**config.mk**
```make
export PLATFORM = sky130hd
export DESIGN_NAME = corr_peak_timer
export DESIGN_NICKNAME = d
export VERILOG_FILES = /design/src/rtl/corr_pkg.sv /design/src/rtl/corr_mac.sv /design/src/rtl/corr_peak_timer.sv
export SDC_FILE = /design/constraint.sdc
export NUM_CORES = 1
export LEC_CHECK = 0
export ABC_AREA = 1
export CORE_ASPECT_RATIO = 1.25
export CORE_MARGIN = 2
export CORE_UTILIZATION = 25
export CTS_CLUSTER_SIZE = 20
export DETAILED_ROUTE_END_ITERATION = 8
export HOLD_SLACK_MARGIN = 0.05
export PLACE_DENSITY = 0.4
export SYNTH_ARGS = -nofsm -noshare
export SYNTH_HDL_FRONTEND = slang
export SYNTH_SLANG_ARGS = --single-unit
```
**constraint.sdc**
```tcl
create_clock -name clk -period 9.4 [get_ports clk]
set_input_delay 1.88 -clock clk [delete_from_list [all_inputs] [get_ports clk]]
set_output_delay 1.88 -clock clk [all_outputs]
set_load 0.005 [all_outputs]
```
**src/rtl/corr_pkg.sv**
```systemverilog
// Shared types and width helpers for the correlation peak timer.
package corr_pkg;

  typedef enum logic [1:0] {IDLE, SEARCH, DONE} state_t;

  function automatic int corr_sw(input int dw, input int len);
    return dw + $clog2(len) + 1;
  endfunction

  function automatic int corr_mid(input int dw);
    return 2 ** (dw - 1);
  endfunction

  localparam int DW_DEF = 8;
  localparam int MID    = corr_mid(DW_DEF);

endpackage

```
**src/rtl/corr_mac.sv**
```systemverilog
// Sample history and +/-1 code correlator; corr and its valid land one clk after
// the strobe edge that shifted the sample in.
module corr_mac
  import corr_pkg::*;
#(
  parameter int             DW   = 8,
  parameter int             LEN  = 16,
  parameter logic [LEN-1:0] CODE = 16'hE2B4,
  parameter int             SW   = corr_sw(DW, LEN)
) (
  input  logic                 i_clk,
  input  logic                 i_rst,
  input  logic                 i_ena,
  input  logic [DW-1:0]        i_in,
  output logic signed [SW-1:0] o_corr,
  output logic                 o_corr_v
);

  localparam logic signed [DW:0] MID_S = (DW + 1)'(corr_mid(DW));

  logic signed [DW:0]   w_s;
  logic signed [DW:0]   r_hist_p0 [LEN];
  logic                 r_vld_p0;
  logic signed [SW-1:0] w_sum;
  logic signed [SW-1:0] r_corr_p1;
  logic                 r_vld_p1;

  assign w_s = $signed({1'b0, i_in}) - MID_S;

  // stage p0: history shift, index 0 is the newest sample
  always_ff @(posedge i_clk or posedge i_rst) begin
    if (i_rst) begin
      r_vld_p0 <= 1'b0;
      for (int k = 0; k < LEN; k++) r_hist_p0[k] <= '0;
    end else begin
      r_vld_p0 <= i_ena;
      if (i_ena) begin
        r_hist_p0[0] <= w_s;
        for (int k = 1; k < LEN; k++) r_hist_p0[k] <= r_hist_p0[k-1];
      end
    end
  end

  always_comb begin
    w_sum = '0;
    for (int k = 0; k < LEN; k++) begin
      if (CODE[k]) w_sum = w_sum + SW'(r_hist_p0[k]);
      else         w_sum = w_sum - SW'(r_hist_p0[k]);
    end
  end

  // stage p1: registered correlation
  always_ff @(posedge i_clk or posedge i_rst) begin
    if (i_rst) begin
      r_vld_p1  <= 1'b0;
      r_corr_p1 <= '0;
    end else begin
      r_vld_p1 <= r_vld_p0;
      if (r_vld_p0) r_corr_p1 <= w_sum;
    end
  end

  assign o_corr   = r_corr_p1;
  assign o_corr_v = r_vld_p1;

endmodule

```
**src/rtl/corr_peak_timer.sv**
```systemverilog
// Windowed peak search over the correlator output with a ready/ack result
// handshake, timeout reporting and optional automatic re-arm.
module corr_peak_timer
  import corr_pkg::*;
#(
  parameter int             DW     = 8,
  parameter int             LEN    = 16,
  parameter logic [LEN-1:0] CODE   = 16'hE2B4,
  parameter int             TW     = 14,
  parameter int             WINDOW = 10000,
  parameter int             CONT   = 0,
  parameter int             SW     = corr_sw(DW, LEN)
) (
  input  logic                 clk,
  input  logic                 rst,
  input  logic                 ena,
  input  logic [DW-1:0]        in,
  input  logic                 arm,
  input  logic                 ack,
  input  logic signed [SW-1:0] thr,
  output logic [TW-1:0]        tim,
  output logic signed [SW-1:0] peak,
  output logic                 rdy,
  output logic                 timeout,
  output logic                 busy
);

  localparam logic [TW-1:0] LAST_IDX = TW'(WINDOW - 1);

  logic signed [SW-1:0] w_corr;
  logic                 w_vld;
  logic                 w_upd;
  logic                 w_last;

  state_t               r_state;
  logic [TW-1:0]        r_idx;
  logic                 r_have;
  logic signed [SW-1:0] r_best;
  logic [TW-1:0]        r_btim;
  logic [TW-1:0]        r_tim;
  logic signed [SW-1:0] r_peak;
  logic                 r_rdy;
  logic                 r_to;
  logic                 r_busy;

  corr_mac #(
    .DW  (DW),
    .LEN (LEN),
    .CODE(CODE),
    .SW  (SW)
  ) u_mac (
    .i_clk   (clk),
    .i_rst   (rst),
    .i_ena   (ena),
    .i_in    (in),
    .o_corr  (w_corr),
    .o_corr_v(w_vld)
  );

  // strict compares: equal-to-threshold never detects, ties keep the earliest peak
  assign w_upd  = w_vld && (w_corr > thr) && (!r_have || (w_corr > r_best));
  assign w_last = (r_idx == LAST_IDX);

  always_ff @(posedge clk or posedge rst) begin
    if (rst) begin
      r_state <= IDLE;
      r_idx   <= '0;
      r_have  <= 1'b0;
      r_best  <= '0;
      r_btim  <= '0;
      r_tim   <= '0;
      r_peak  <= '0;
      r_rdy   <= 1'b0;
      r_to    <= 1'b0;
      r_busy  <= 1'b0;
    end else if (arm) begin
      r_state <= SEARCH;
      r_busy  <= 1'b1;
      r_idx   <= '0;
      r_have  <= 1'b0;
      r_best  <= '0;
      r_btim  <= '0;
      r_rdy   <= 1'b0;
      r_to    <= 1'b0;
    end else begin
      case (r_state)
        IDLE: r_busy <= 1'b0;
        SEARCH: begin
          if (w_vld) begin
            if (w_upd) begin
              r_have <= 1'b1;
              r_best <= w_corr;
              r_btim <= r_idx;
            end
            if (w_last) begin
              r_state <= DONE;
              r_busy  <= 1'b0;
              if (w_upd || r_have) begin
                r_rdy  <= 1'b1;
                r_tim  <= w_upd ? r_idx : r_btim;
                r_peak <= w_upd ? w_corr : r_best;
              end else begin
                r_to <= 1'b1;
              end
            end else begin
              r_idx <= r_idx + TW'(1);
            end
          end
        end
        DONE: begin
          if (ack) begin
            r_rdy <= 1'b0;
            r_to  <= 1'b0;
            if (CONT != 0) begin
              r_state <= SEARCH;
              r_busy  <= 1'b1;
              r_idx   <= '0;
              r_have  <= 1'b0;
              r_best  <= '0;
              r_btim  <= '0;
            end else begin
              r_state <= IDLE;
            end
          end
        end
        default: r_state <= IDLE;
      endcase
    end
  end

  assign tim     = r_tim;
  assign peak    = r_peak;
  assign rdy     = r_rdy;
  assign timeout = r_to;
  assign busy    = r_busy;

endmodule

```
---- Word-level counts from Yosys, hierarchy flattened ----
Cells that the tools add are included.
storage, ports and cells
  flip-flop bits (word level) ............. 233
  logic and storage cells ................. 115
operators by class
  add/subtract/negate cells ............... 18
  magnitude comparators ................... 2
  equality and inequality tests ........... 10
  mux-type cells .......................... 36
  bitwise operators ....................... 1
  reduce and logical (&&, ||, !) cells .... 19
operators by type and width
  kind                                                                 count
  14-bit 2-to-1 mux                                                    8
  13-bit by 9-bit adder with 13-bit output                             8
  13-bit by 9-bit subtractor with 13-bit output                        6
  13-bit 2-to-1 mux                                                    4
  13-bit > comparator                                                  2
  1-bit 2-to-1 mux                                                     16
  5-bit AND reduction                                                  3
  14-bit by 1-bit adder with 14-bit output (second input constant)     1
  14-bit == test (second input constant)                               1
  3-bit != test (second input constant)                                4
  10-bit by 9-bit subtractor with 11-bit output                        1
  1-bit by 9-bit subtractor with 10-bit output (first input constant)  1
  3-bit AND reduction                                                  3
  8-bit by 8-bit subtractor with 9-bit output (second input constant)  1
  2-bit 2-to-1 mux                                                     4
  1-bit case mux with 2 select lines                                   3
  2-bit case mux with 3 select lines                                   1
  2-bit nonzero test                                                   3
  3-bit nonzero test                                                   2
  2-bit != test (second input constant)                                2
  4-bit AND reduction                                                  1
  3-bit by 2-bit != test with 1-bit output (second input constant)     1
  2-bit by 1-bit == test with 1-bit output (second input constant)     1
  2-bit == test (second input constant)                                1
  other kinds (6)                                                      8

---- Depth between registers and ports, before layout ----
  depth in word-level cells ............... 16
  gate-level depth with buffers ........... 32

---- Modules after synthesis ----
From an unflattened synthesis, not the netlist that was laid out.
second synthesis, totals
  cells, all modules ...................... 1,549
  area total of the unflattened synthesis .. 13,668.1 sq um
modules (own cells, without submodules)
  module           instances  cells an instance  area an instance (sq um)
  corr_mac         1          946                9,126.3
  corr_peak_timer  1          603                4,541.9

---- Least setup slack after synthesis ----
No wires, ideal clock.
  path type ............................... reg-to-reg
  start ................................... reg u_mac.r_hist_p0[127] (netlist bit)
  end ..................................... reg u_mac.r_corr_p1[10] (netlist: u_mac.o_corr[10])
  library setup time ...................... 129 ps
  data arrival time ....................... 6,281 ps
  data required time ...................... 9,271 ps
  slack ................................... 2,991 ps
  stages on the path, launching flop included .. 29
  path through ............................ dfrtp_1 ha_1 inv_1 ha_1 inv_1 fa_1 o21ai_0 a21oi_1 o21bai_1 xnor2_1 fa_1 inv_1 fa_1 inv_1 fa_1 inv_1 fa_1 fa_1 inv_1 fa_1 inv_1 ha_1 a21oi_1 o21ai_0 a21oi_1 nor2_1 nor2_1 xor2_1 o21ai_0
on the way
  cells in the longest elaborated chain, start to end .. 15
RTL lines
  what                                                         RTL line        source
  from (decl)                                                  corr_mac.sv:22  logic signed [DW:0] r_hist_p0 [LEN];
  10-bit by 9-bit subtractor with 11-bit output                corr_mac.sv:48  else w_sum = w_sum - SW'(r_hist_p0[k]);
  13-bit by 9-bit adder with 13-bit output                     corr_mac.sv:47  if (CODE[k]) w_sum = w_sum + SW'(r_hist_p0[k]);
  13-bit by 9-bit subtractor with 13-bit output                corr_mac.sv:48
  13-bit by 9-bit adder with 13-bit output (2 in series)       corr_mac.sv:47
  13-bit by 9-bit subtractor with 13-bit output                corr_mac.sv:48
  13-bit by 9-bit adder with 13-bit output                     corr_mac.sv:47
  13-bit by 9-bit subtractor with 13-bit output                corr_mac.sv:48
  13-bit by 9-bit adder with 13-bit output                     corr_mac.sv:47
  13-bit by 9-bit subtractor with 13-bit output (3 in series)  corr_mac.sv:48
  13-bit by 9-bit adder with 13-bit output (3 in series)       corr_mac.sv:47
  to (signal assigned)                                         corr_mac.sv:59  if (r_vld_p0) r_corr_p1 <= w_sum;
  to (decl)                                                    corr_mac.sv:25  logic signed [SW-1:0] r_corr_p1;
Every way passes these cells.
A chain may end at the register's enable or synchronous reset.

---- Final worst setup path ----
Same ends and word-level chain as after synthesis.

==> flow_summary.yaml <==
floorplanning:
  start_util_pct: 25.2
  num_rows: 96
  die_area_um2: 57200
  die_h_um: 267
  die_w_um: 214
  core_um2: 54800
  io-pin-count: 56
worst_setup_path:
  cp_max_fo: 5
  cp_slowest_cell: "fa_1"
  rrSetupSlack_ns: 2.53
  rr_worst_depth: 28
  startpoint_type: "register"
  crit_path_end_kind: "register"
  path_class: "register to register"
  r2r-end: "u_mac.o_corr[10]$_DFFE_PP0P_"
  max_stage_delay_ns: 0.54
  r2r-start: "u_mac.r_hist_p0[127]$_DFFE_PP0P_"
  required_ns: 9.84
  cp.arrival_ns: 7.32
timing:
  finalMaxSlewViolations: 0
  period_needed_ns: 6.87
  clock.fmax_mhz: 145
  hold_violations: 0
  setup_tns_ns: 0
  rsz0062_at_grt: "false"
  setup_viol: 0
  fin_crit_sh_pct: 73.1
  slew_headroom_pct: 31.6
  tightest_slew_ns: 1.03
  fin_skew_ns: 0.0148
clock_tree:
  cts.repair.resized: 0
  clkSinkCount: 217
  h-tree-depth: 1
  clockBufferDepth: 3
  hold_buffers: 0
  postCtsSetupBuffers: 0
  root_buffer: "clkbuf_16"
  clk_latency_ns: 0.58
  cts_buffers: 27
  clk_pin_slew_worst_paths_ns: 0.06
  cts_tree: "done"
synth:
  synthTopCellsByArea: "dfrtp_1 39%, fa_1 18%, nand2_1 12%"
  synth_ff_type: "dfrtp_1"
  seq_area_frac_synth_pct: 39.3
  post-synth-top-area-cell: "dfrtp_1"
  synth.distinct_cells: 41
  synth_top_area_share_pct: 39.3
  synth_edf_count: 0
  ys_warn_count: 0
  syn_area_um2: 13800
  syn_inst: 1572
  postSynthAreaPerCell_um2: 8.79
  syn-num-nets: 1784
  ys_async_sr_fraction_pct: 100
  ys_ff_latch: 217
global_routing:
  grt_max_degree: 113
  grt_pass1_vias: 9980
  grt.total_usage_pct: 11.7
  grt_pass1_wl_um: 53900
  grt-ovfl-total: 0
  antenna_found_initial: 0
final_layout:
  diodes: 0
  most-common-layout-cells: "441 x nand2_1, 306 x inv_1, 217 x dfrtp_1, 126 x fa_1, 121 x o21ai_0"
  layout_commonest_cell: "nand2_1"
  final_nets: 1826
  num-fill-cells: 5846
  layout-drive-gt1-share_pct: 4.89
  area_growth_pct: 15.6
placed_design:
  io_buffer_count: 55
  gp_congestion: 0.801
  hpwl_um: 24000
drt:
  wl_per_cell_um: 13.7
  via_per_inst: 4.10
  drt-total-wl_um: 32600
  drc: 0
  drtPass1Iterations: 4
  ant_nets: 0
  vias: 9720
  drtIter0Drc: 546
status:
  status: "complete, no violations"
min_path:
  worstHoldEndpoint: "tim[8]$_DFFE_PP0P_"
  hold-path-cell-count: 2
  hold_class: "register to register"
  min_from: "tim[8]$_DFFE_PP0P_"
flow_run:
  cap_violations: 0
-- sequential cells by signal, summed over array words and instances (netlist names) --
| register | flops |
|---|---|
| tim | 14 |
| r_state | 2 |
| timeout | 1 |
| r_best | 13 |
| u_mac.o_corr | 13 |
| r_idx | 14 |
| busy | 1 |
| peak | 13 |
| r_btim | 14 |
| r_have | 1 |
| u_mac.r_hist_p0 | 128 |
| rdy | 1 |
| u_mac.o_corr_v | 1 |
| u_mac.r_vld_p0 | 1 |
-- metal layers --
layer	vias up	global-route usage (%)	share of wire, %	wire, um
met2	106	21.1	50	16400
met4	0	2.91	1.7	561
met1	4709	14.6	44	14500
met5	-	0	0	0
met3	36	1.81	3.4	1110
li1	4869	-	-	-
-- per-stage QoR --
| stage | hold slack (ns) | cell area (um^2) | utilization [%] | setup slack (ns) | instances |
|---|---|---|---|---|---|
| 6_report | 0.473 | 16000 | 29.2 | 2.53 | 2370 |
| 5_1_grt | 0.507 | 16000 | 29.2 | 2.02 | 2370 |
| 3_3_place_gp | 0.457 | 15100 | 27.6 | 2.47 | 2320 |
| 3_5_place_dp | 0.462 | 15100 | 27.6 | 2.42 | 2320 |
| 2_1_floorplan | 0.372 | 13800 | - | 1.58 | 1572 |
| 4_1_cts | 0.477 | 16000 | 29.2 | 2.40 | 2370 |
-- layout make-up --
type / instances / area, um^2 / area share [%]
Multi-Input combinational cell: 995 / 6970 / 43.6
Sequential cell: 217 / 5430 / 34.0
Inverter: 311 / 1170 / 7.35
Tap cell: 735 / 920 / 5.76
Clock buffer: 42 / 822 / 5.15
Timing Repair Buffer: 62 / 601 / 3.76
Clock inverter: 8 / 57.6 / 0.360
-- cells by family after synthesis --
group,count (synthesis),synth area share (%)
AND/OR/NAND/NOR,623,19.1
adder cells (fa/ha/maj),186,23.7
flip-flops,217,39.3
AO/OA/AOI/OAI,164,6.23
XOR/XNOR,22,1.39
buffers and inverters,360,10.2
-- Yosys cell counts (2+ instances only) --
cell type and n:
xnor2_1 7, nand2_1 441, nand4_1 2, o21ai_0 121
inv_1 307, xor2_1 15, a31oi_1 2, buf_6 7
nor2_4 2, or2_2 4, nor3_1 8, nor2_1 34
nand3b_1 7, a21oi_1 30, nand3_2 3, clkbuf_1 36
nor2_2 4, inv_2 3, dfrtp_1 217, o31ai_1 5
nand2_2 3, fa_1 126, buf_2 5, nand3_1 106
nand2_4 2, ha_1 60
-- worst max path at each step --
stage	startpoint	endpoint	slack (ns)	cells after the start
6_report	u_mac.r_hist_p0[127]$_DFFE_PP0P_	u_mac.o_corr[10]$_DFFE_PP0P_	2.53	28
3_3_place_gp	u_mac.r_hist_p0[127]$_DFFE_PP0P_	u_mac.o_corr[10]$_DFFE_PP0P_	2.47	28
2_1_floorplan	rst	busy$_DFFE_PP0P_	1.58	1
3_5_place_dp	u_mac.r_hist_p0[127]$_DFFE_PP0P_	u_mac.o_corr[10]$_DFFE_PP0P_	2.42	28
5_1_grt	u_mac.r_hist_p0[127]$_DFFE_PP0P_	u_mac.o_corr[10]$_DFFE_PP0P_	2.02	28
4_1_cts	u_mac.r_hist_p0[127]$_DFFE_PP0P_	u_mac.o_corr[10]$_DFFE_PP0P_	2.40	28
-- worst max-delay path: cells and delay by family, from the launching register on --
kind / cells / cell delay (ns)
xor gates and xnor gates: 2 / 0.26
AOI/OAI and AO/OA: 7 / 1.29
and+or+nand+nor: 2 / 0.17
DFF: 1 / 0.39
adders and majority gates: 10 / 4.24
buffers and inverters: 7 / 0.36
Power is not shown: default switching activity piles up to over one toggle a cycle in this logic, so the estimate is an artifact.
